`config.mk`:
```
export PLATFORM = sky130hd
export DESIGN_NAME = ccip_rd_tracker
export DESIGN_NICKNAME = d
export VERILOG_FILES = /design/src/rtl/ccip_rd_tracker.sv
export SDC_FILE = /design/constraint.sdc
export NUM_CORES = 2
export LEC_CHECK = 0
export CAP_MARGIN = 5
export CORE_MARGIN = 8
export CORE_UTILIZATION = 51
export DETAILED_ROUTE_END_ITERATION = 6
export GPL_ROUTABILITY_DRIVEN = 1
export PLACE_DENSITY = 0.79
export SYNTH_ARGS = -nofsm -noshare
export SYNTH_HDL_FRONTEND = slang
export SYNTH_SLANG_ARGS = --single-unit
```
`constraint.sdc`:
```
create_clock -name clk -period 5.9 [get_ports clk]
set_clock_uncertainty 0.1 [all_clocks]
set_input_delay 0.885 -clock clk [delete_from_list [all_inputs] [get_ports clk]]
set_output_delay 0.885 -clock clk [all_outputs]
set_load 0.1 [all_outputs]
```
`src/rtl/ccip_rd_tracker.sv`:
```
// Read-request tag tracker: allocates tags from a free FIFO, restores port/mdata
// on responses, and releases a tag once every line of its block has returned.
module ccip_rd_tracker #(
   parameter int NUM_PORTS  = 2,
   parameter int L_MAX_RDS  = 7,
   parameter int BLK_SIZE   = 4,
   parameter int MDATA_W    = 16,
   parameter int ALMFULL_TH = 8,
   localparam int LP = (NUM_PORTS == 1) ? 1 : $clog2(NUM_PORTS),
   localparam int LB = $clog2(BLK_SIZE)
) (
   input  logic                 clk,
   input  logic                 SoftReset,
   output logic                 InitDn,
   output logic                 TxAlmFull,
   input  logic                 req_valid,
   input  logic [LP-1:0]        req_port,
   input  logic [MDATA_W-1:0]   req_mdata,
   input  logic [41:0]          req_addr,
   input  logic [LB-1:0]        req_len,
   output logic                 dn_valid,
   output logic [L_MAX_RDS-1:0] dn_tag,
   output logic [41:0]          dn_addr,
   output logic [LB-1:0]        dn_len,
   input  logic                 rsp_valid,
   input  logic [L_MAX_RDS-1:0] rsp_tag,
   input  logic [LB-1:0]        rsp_clnum,
   input  logic [511:0]         rsp_data,
   output logic                 up_valid,
   output logic [LP-1:0]        up_port,
   output logic [MDATA_W-1:0]   up_mdata,
   output logic [LB-1:0]        up_clnum,
   output logic [511:0]         up_data,
   output logic                 up_last,
   output logic [L_MAX_RDS:0]   outstanding,
   output logic                 err_ovf,
   output logic                 err_unalloc,
   output logic                 err_dup
);

   localparam int N  = 1 << L_MAX_RDS;
   localparam int MW = 1 << LB;

   typedef enum logic {INIT, RUN} state_t;
   state_t state;

   logic [L_MAX_RDS-1:0] fifo_mem [N];
   logic [L_MAX_RDS-1:0] rd_ptr, wr_ptr, init_cnt;
   logic [L_MAX_RDS:0]   free_cnt;
   logic [N-1:0]         live;

   logic [LP-1:0]      port_mem  [N];
   logic [MDATA_W-1:0] mdata_mem [N];
   logic [LB-1:0]      len_mem   [N];
   logic [MW-1:0]      mask_mem  [N];

   logic [L_MAX_RDS-1:0] head;
   logic                 alloc, drop, rsp_live, rsp_fresh, accept, release_tag;
   logic [MW-1:0]        cur_mask, line_bit, need, next_mask;

   always_comb begin
      head     = fifo_mem[rd_ptr];
      alloc    = (state == RUN) && req_valid && (free_cnt != '0);
      drop     = (state == RUN) && req_valid && (free_cnt == '0);
      rsp_live = live[rsp_tag];
      cur_mask = mask_mem[rsp_tag];
      line_bit = '0;
      line_bit[rsp_clnum] = 1'b1;
      need = '0;
      for (int unsigned i = 0; i < MW; i++) begin
         need[i] = (LB'(i) <= len_mem[rsp_tag]);
      end
      // a line is fresh only if it lies within the block and has not been seen yet
      rsp_fresh   = (rsp_clnum <= len_mem[rsp_tag]) && ((cur_mask & line_bit) == '0);
      accept      = (state == RUN) && rsp_valid && rsp_live && rsp_fresh;
      next_mask   = cur_mask | line_bit;
      release_tag = accept && ((next_mask & need) == need);
   end

   always_ff @(posedge clk) begin
      if (SoftReset) begin
         state       <= INIT;
         init_cnt    <= '0;
         rd_ptr      <= '0;
         wr_ptr      <= '0;
         free_cnt    <= '0;
         live        <= '0;
         InitDn      <= 1'b0;
         TxAlmFull   <= 1'b1;
         dn_valid    <= 1'b0;
         up_valid    <= 1'b0;
         up_last     <= 1'b0;
         outstanding <= '0;
         err_ovf     <= 1'b0;
         err_unalloc <= 1'b0;
         err_dup     <= 1'b0;
      end else begin
         dn_valid <= alloc;
         up_valid <= accept;
         up_last  <= release_tag;
         if (state == INIT) begin
            wr_ptr    <= wr_ptr + L_MAX_RDS'(1);
            free_cnt  <= free_cnt + (L_MAX_RDS+1)'(1);
            init_cnt  <= init_cnt + L_MAX_RDS'(1);
            TxAlmFull <= 1'b1;
            if (init_cnt == L_MAX_RDS'(N - 1)) begin
               state  <= RUN;
               InitDn <= 1'b1;
            end
         end else begin
            TxAlmFull <= ((N - int'(outstanding)) <= ALMFULL_TH);
            if (alloc) begin
               rd_ptr     <= rd_ptr + L_MAX_RDS'(1);
               live[head] <= 1'b1;
            end
            if (release_tag) begin
               wr_ptr        <= wr_ptr + L_MAX_RDS'(1);
               live[rsp_tag] <= 1'b0;
            end
            // free list sees the release only after this edge, so a same-cycle
            // request against an empty list is still dropped
            case ({alloc, release_tag})
               2'b10: begin
                  free_cnt    <= free_cnt - (L_MAX_RDS+1)'(1);
                  outstanding <= outstanding + (L_MAX_RDS+1)'(1);
               end
               2'b01: begin
                  free_cnt    <= free_cnt + (L_MAX_RDS+1)'(1);
                  outstanding <= outstanding - (L_MAX_RDS+1)'(1);
               end
               default: ;
            endcase
            if (drop)                                err_ovf     <= 1'b1;
            if (rsp_valid && !rsp_live)              err_unalloc <= 1'b1;
            if (rsp_valid && rsp_live && !rsp_fresh) err_dup     <= 1'b1;
         end
      end
   end

   always_ff @(posedge clk) begin
      if (!SoftReset) begin
         if (state == INIT) begin
            fifo_mem[wr_ptr] <= init_cnt;
         end else if (release_tag) begin
            fifo_mem[wr_ptr] <= rsp_tag;
         end
         if (accept) mask_mem[rsp_tag] <= next_mask;
         if (alloc) begin
            port_mem[head]  <= req_port;
            mdata_mem[head] <= req_mdata;
            len_mem[head]   <= req_len;
            mask_mem[head]  <= '0;
         end
      end
      dn_tag   <= head;
      dn_addr  <= req_addr;
      dn_len   <= req_len;
      up_port  <= port_mem[rsp_tag];
      up_mdata <= mdata_mem[rsp_tag];
      up_clnum <= rsp_clnum;
      up_data  <= rsp_data;
   end

endmodule

```
# Word-level counts from Yosys, hierarchy flattened
# Memory sizes are Yosys's and may differ from the RTL's. A register that Yosys moved wholly into a read port is not among the register bits.
# Index checks and enable logic that the tools add are counted.
# word_totals
ff_bits	739
ramBits	3840
inputBits	586
mem_count	5
# classes
n_addsub	8
magnitude_cmp	12
eq_ne	6
muxes	35
n_bitwise	8
n_reduce_logical	27
# memory_table
memory	depth	width	rd	rd_clocked_by_memory_dff	write_ports	line_no	rtl
mdata_mem	128	16	1	1	1	53	logic [MDATA_W-1:0] mdata_mem [N];
fifo_mem	128	7	1	1	1	47	logic [L_MAX_RDS-1:0] fifo_mem [N];
mask_mem	128	4	1	0	2	55	logic [MW-1:0] mask_mem [N];
len_mem	128	2	1	0	1	54	logic [LB-1:0] len_mem [N];
port_mem	128	1	1	1	1	52	logic [LP-1:0] port_mem [N];
# ops
cell	count
2-to-1 mux 128 bit	4
bitwise AND 128 bit	1
inverter 128 bit	1
bitwise OR 128 bit	1
2-to-1 mux 7 bit	5
case mux 8 bit (2 select lines)	2
adder 7 x 1 -> 7 bit (second input constant)	3
2-to-1 mux 1 bit	19
adder 8 x 1 -> 8 bit (second input constant)	2
less-than comparator 7 x 8 -> 1 bit (second input constant)	2
subtractor 8 x 1 -> 8 bit (second input constant)	2
demux 1 bit (select 7 bit)	2
greater-or-equal comparator 7 x 1 -> 1 bit (second input constant)	2
logical AND 1 bit	14
AND reduction 2 bit	6
<= comparator 9 x 5 -> 1 bit (second input constant)	1
subtractor 8 x 8 -> 9 bit (first input constant)	1
bitwise AND 4 bit	2
zero test 8 bit	1
2-to-1 mux 8 bit	1
nonzero test 8 bit	1
binary-select mux 1 bit (select 7 bit)	1
equality test 7 bit (second input constant)	1
equality test 4 bit	1
17 further kinds	20

# Logic depth before layout (Yosys ltp)
# logic_depth
word_depth	14
depth_mapped	30
mapped_depth_nobuf	25

# Worst setup path before layout
# OpenSTA, ideal clock, no wires.
# synth_path
path_type	input -> register
startpoint	input rsp_tag[2]
endpoint	register outstanding[7]
setup_ps	70
t_arrival_ps	6183
setup_slack_ps	-453
path_stages	27
path_buffers	5
cell_sequence	buf_2 buf_2 buf_2 buf_1 buf_2 mux2_2 a221oi_1 o21ai_0 o2111a_1 nor3_1 ha_1 a21oi_1 a21oi_1 a311oi_2 nand3_1 inv_1 ha_1 ha_1 a21o_1 a21oi_1 o21bai_1 a21oi_1 o21bai_1 a21oi_1 xnor2_1 or3_1 a21oi_1
# synth_between
elab_chain_cells	9
elab_cells_between_ends	23
cone_classes	5 x order compare; 3 x eq/ne; 3 x mux; 3 x bitwise; 7 x reduce/logical; 2 x memory
# synth_lines
item	line_no	rtl
start: declaration	26	input logic [L_MAX_RDS-1:0] rsp_tag,
parallel branches: the longest is 5 deep, another holds memory read (128 x 2 bit)	--	
logical AND 1 bit *	77	release_tag = accept && ((next_mask & need) == need);
via release_tag	58	logic alloc, drop, rsp_live, rsp_fresh, accept, release_tag;
equality test 2 x 1 -> 1 bit / equality test 2 bit (equally long branches)	122	case ({alloc, release_tag})
nonzero test 2 bit (no line)	--	
AND reduction 2 bit (no line)	--	
end signal: assignment	125	outstanding <= outstanding + (L_MAX_RDS+1)'(1);
end signal: assignment	129	outstanding <= outstanding - (L_MAX_RDS+1)'(1);
end: declaration	35	output logic [L_MAX_RDS:0] outstanding,
# Mark *: on every way through the listed nets, which the timed path passes. The select of a mux whose other input is x is not followed.
# A chain may end at the register's enable or synchronous reset.

# Worst setup path after layout
# Ends and elaborated chain as after synthesis.

==> reports/summary.md <==
The run finished, with violations left. The checks that failed: DRC, capacitance limit, slew limit. The reg2reg setup slack is 280 ps. The cell with the largest stage delay on the worst path was sky130_fd_sc_hd__nor4_1.

The final period utilization was 96.4%. Data on the critical path is required at its endpoint by 6720 ps. The delay of the slowest cell on the worst path came out at 610 ps. The count of nets left with antenna violations once routing finished came out at 0. The number of enable-type register cells in the synthesized netlist is 3,328. The worst hold path cell count came out at 1. In the synthesized netlist the async set-or-reset flop fraction comes to 0%.

The flop and latch count out of synthesis is 4,603. Setup violations remaining at the end of the flow were counted as 0. The synthesized-area fraction occupied by and/or/nand/nor cells is 4.67%, and the part of the power in the clock network is 42.0%. The cell family contributing the most delay on the critical path is compound AO/OA/AOI/OAI gates. The number of antenna violations at the first check in global routing is 139, and the layout cell share with drive strength beyond 1 is 23.0%.

Setup repair after global routing left no endpoint under its margin. The average instance in the mapped netlist occupies 16.4 um^2. The number of buffers created by CTS came out at 448. The startpoint of the most critical hold path is rsp_data[177]. For the pin with the worst max-slew slack, the measured transition is 1530 ps. Leaving out fill and tap cells, the most frequent cells in the layout are sky130_fd_sc_hd__edfxtp_1 (3,328), sky130_fd_sc_hd__dfxtp_1 (1,271), sky130_fd_sc_hd__buf_4 (1,127), sky130_fd_sc_hd__clkdlybuf4s50_1 (1,085), sky130_fd_sc_hd__nor2_1 (820). The post-synth design cell area came out at 167,000 um^2.

The share of synthesized cell area in full adder, half adder and majority cells works out to 0.132%. The synthesis-to-layout area growth works out to 25.6%. The tools report the number of pins exceeding their max-slew limit in the final report as 5.

In this run the power spent charging and discharging nets is 17,300 uW. Number of clock sinks: 4,603. Combinational family with the most area after synthesis: compound AO/OA/AOI/OAI gates.

Clock-pin slew was measured on the worst setup and hold paths at 70 ps. The most utilized layer in the global route result was met2. Internal power component: 53,200 uW. For this block, the initial DRC count from the detailed router was 20,654. After synthesis, the netlist uses 84 different library cells. Measured against the total synthesized area, the mux share comes to 7.64%. The logs give 1 for the number of maximum-capacitance constraint violations and 1050 ps for the clock insertion delay at the later pin of the skew report. The starting density of the core is 51.1%.

After routing, the total negative slack on setup checks comes to 0 ps. The H-tree was split into 5 levels. The number of instances in the synthesized netlist was 10,217. By startpoint and endpoint, the worst setup path is classified as in2reg. During I/O placement, the number of pins put on the boundary was 1,184. Across all layers, the routed design uses 117,152 vias. Counting along the longest clock path gives a buffer depth of 4. The library cell used most frequently in the layout, excluding fill and tap cells, is sky130_fd_sc_hd__edfxtp_1.

The final layout contains 13,066 nets. The synthesized netlist net count was 10,820. The die span in x works out to 589 um.

The wire length after detailed routing came out at 695 mm. STA classifies the critical path startpoint as an input port. The wire length of the first global-routing pass came out at 936 mm.

For met3 alone, demand over resource in global routing was 13.9%. In this run the worst path has a maximum fanout of 23. TritonCTS built the clock tree. For this run the aggregate overflow at the end of global routing stands at 0.

Entering global routing, the biggest net connects 85 pins. For this run, global-route usage on met1 was measured as 49.4%. For met2 alone, demand over resource in global routing was 58.4%. Registers are responsible for 49.6% of the overall power.

The leakage power came out at 0.0700 uW. For the area enclosed by the die boundary, the log shows 346,000 um^2. In this run the standard cell core region covers 327,000 um^2. The via count of the first global-routing pass is 111,739, and the clock period minus worst slack is 5690 ps. The path with the worst hold slack has its endpoint at up_data[177]. The compound-cell area share of the yosys netlist was 10.7%. The number of hold violations in the final report is 0.

The via density per instance came out at 6.79. IR analysis of the VDD net gives a maximum drop of 0.384 mV. For the worst flop-to-flop path, the logic depth is 9. Fill cells in the final layout number 22,172.

The wire-length estimate of the detail-placed layout is 478 mm. In the final routed layout, each cell accounts on average for 40.3 um. Main flop type after synthesis: sky130_fd_sc_hd__edfxtp_1. The worst hold path class is in2reg. Post-synthesis share of cell area spent on xor and xnor gates: 0.126%. The root buffer selected by CTS is sky130_fd_sc_hd__clkbuf_16. The headroom to the max-slew limit is -2.39%. The congestion estimate from routability-driven global placement came to 1.12. The endpoint of the lowest-slack register-to-register path was mdata_mem[46][10].

For this run, the detailed router's first-pass iteration total came to 7. For this run, the number of Yosys warnings is 0. The run gives 7 as the post-detailed-route DRC marker count.

The maximum clock rate was 176 MHz. Traced cell by cell, the critical path runs through buf_8 > buf_4 > mux2i_2 > o22ai_1 > a22oi_1 > nand4_1 > nor4_1 > buf_12 > nand4_1 > a311oi_2 > nand3_2 > inv_1 > ha_4 > ha_1 > a21o_1 > a21oi_1 > o21bai_1 > a21oi_1 > o21bai_1 > a21oi_1 > xnor2_1 > or3_1 > a21oi_1. Port buffering added 1,183 buffers. For the number of buffers inserted by post-CTS setup repair, the log shows 0. The data arrival time of the critical path is 6510 ps, and the number of buffer and inverter instances along the worst setup path is 4. In this design, the critical path's most frequently occurring cell is sky130_fd_sc_hd__a21oi_1. After floorplanning, the core was divided into 210 placement rows. The die is 589 um tall. The sequential area share after synthesis was 75.0%.

Net switching is 24.5% of the power. Power spread over the standard cell area amounts to 336 nW/um^2. The global-route usage over all layers was 38.7%. Across all hold checks on the routed design, the worst slack comes to 169 ps. The worst setup path is captured at a flop.

The combinational cell fraction of total power came out at 8.4%.
-- worst max path at each step --
stage	from	end	depth (start not counted)
after CTS	rsp_tag[2]	outstanding[7]	27
final	rsp_tag[2]	outstanding[7]	23
after global placement	rsp_tag[2]	outstanding[7]	27
after detailed placement	rsp_tag[2]	outstanding[7]	27
after global routing	rsp_tag[2]	outstanding[6]	29
after floorplan	rsp_tag[0]	fifo_mem[0][0]	21
-- per-layer routing --
metal	wire length, um	up-vias
met2	305000	11169
li1	-	45560
met1	233000	57996
met5	644	-
met4	48400	98
met3	108000	2329
-- kinds of logic (layout without fill, tap and decap cells) --
| family | count (synthesis) | in the layout |
|---|---|---|
| AO/OA/AOI/OAI | 2468 | 2468 |
| XOR/XNOR | 24 | 24 |
| adder cells (fa/ha/maj) | 17 | 17 |
| buffers and inverters | 701 | 3342 |
| flip-flops | 4603 | 4603 |
| multiplexers | 799 | 799 |
| other | 0 | 50 |
| AND/OR/NAND/NOR | 1605 | 1605 |
-- cell usage after synthesis, types with 93 or more instances --
| cell type | n | share of area, % |
|---|---|---|
| sky130_fd_sc_hd__a211oi_1 | 558 | 2.5 |
| sky130_fd_sc_hd__nor2_1 | 959 | 2.2 |
| sky130_fd_sc_hd__buf_1 | 103 | 0.23 |
| sky130_fd_sc_hd__a22oi_1 | 538 | 2.4 |
| sky130_fd_sc_hd__nand2_1 | 209 | 0.47 |
| sky130_fd_sc_hd__mux2i_1 | 247 | 1.5 |
| sky130_fd_sc_hd__mux4_2 | 363 | 4.9 |
| sky130_fd_sc_hd__clkbuf_1 | 430 | 0.97 |
| sky130_fd_sc_hd__a21oi_1 | 395 | 1.2 |
| sky130_fd_sc_hd__a22o_1 | 93 | 0.49 |
| sky130_fd_sc_hd__a221oi_1 | 350 | 1.8 |
| sky130_fd_sc_hd__dfxtp_1 | 1275 | 15 |
| sky130_fd_sc_hd__buf_2 | 116 | 0.35 |
| sky130_fd_sc_hd__mux2_2 | 189 | 1.3 |
| sky130_fd_sc_hd__o21ai_0 | 134 | 0.40 |
| sky130_fd_sc_hd__edfxtp_1 | 3328 | 60 |
-- power groups by stage --
| stage | combinational, uW | clock [uW] | sequential [uW] |
|---|---|---|---|
| floorplan | 1140 | 0 | 37200 |
| global placement | 5660 | 0 | 35600 |
| detailed placement | 5720 | 0 | 35600 |
| CTS | 5760 | 29700 | 35000 |
| global route | 5900 | 30900 | 35000 |
| finish | 5930 | 29600 | 35000 |
-- repair_timing --
item	in CTS	in global routing
hold buffers	0	0
resized for setup	0	4
endpoints found under the setup margin	0	3
-- flip-flops by register name (all words and copies together) (netlist names), 2 cells and up, named ones only --
signal       flops
mask_mem       512
port_mem       128
outstanding      8
rd_ptr           7
live           128
len_mem        256
init_cnt         7
dn_addr         42
dn_len           2
up_clnum         2
up_data        512
mdata_mem     2048
up_mdata        16
wr_ptr           7
free_cnt         8
dn_tag           7
fifo_mem       896
-- layout make-up --
type / instances / area [um^2] / area share (%)
sequential: 4603 / 125000 / 59.8
multi-input combinational: 4913 / 39500 / 18.8
timing repair buffer: 2454 / 24100 / 11.5
clock buffer: 570 / 12200 / 5.82
tap: 4346 / 5440 / 2.59
clock inverter: 275 / 2960 / 1.41
inverter: 43 / 166 / 0.0793
antenna: 50 / 125 / 0.0596
-- stage by stage --
| stage | area (um^2) | setup slack [ps] | instances | total power (uW) | util, % |
|---|---|---|---|---|---|
| finish | 210000 | 212 | 17254 | 70400 | 64.2 |
| global route | 210000 | 81.9 | 17217 | 71700 | 64.2 |
| CTS | 210000 | 46.4 | 17204 | 70400 | 64.2 |
| detailed placement | 195000 | -957 | 16359 | 41400 | 59.5 |
| global placement | 195000 | -1060 | 16359 | 41300 | 59.5 |
| floorplan | 167000 | -126 | 10217 | 38400 | - |
Power figures use the tool's default switching activity.
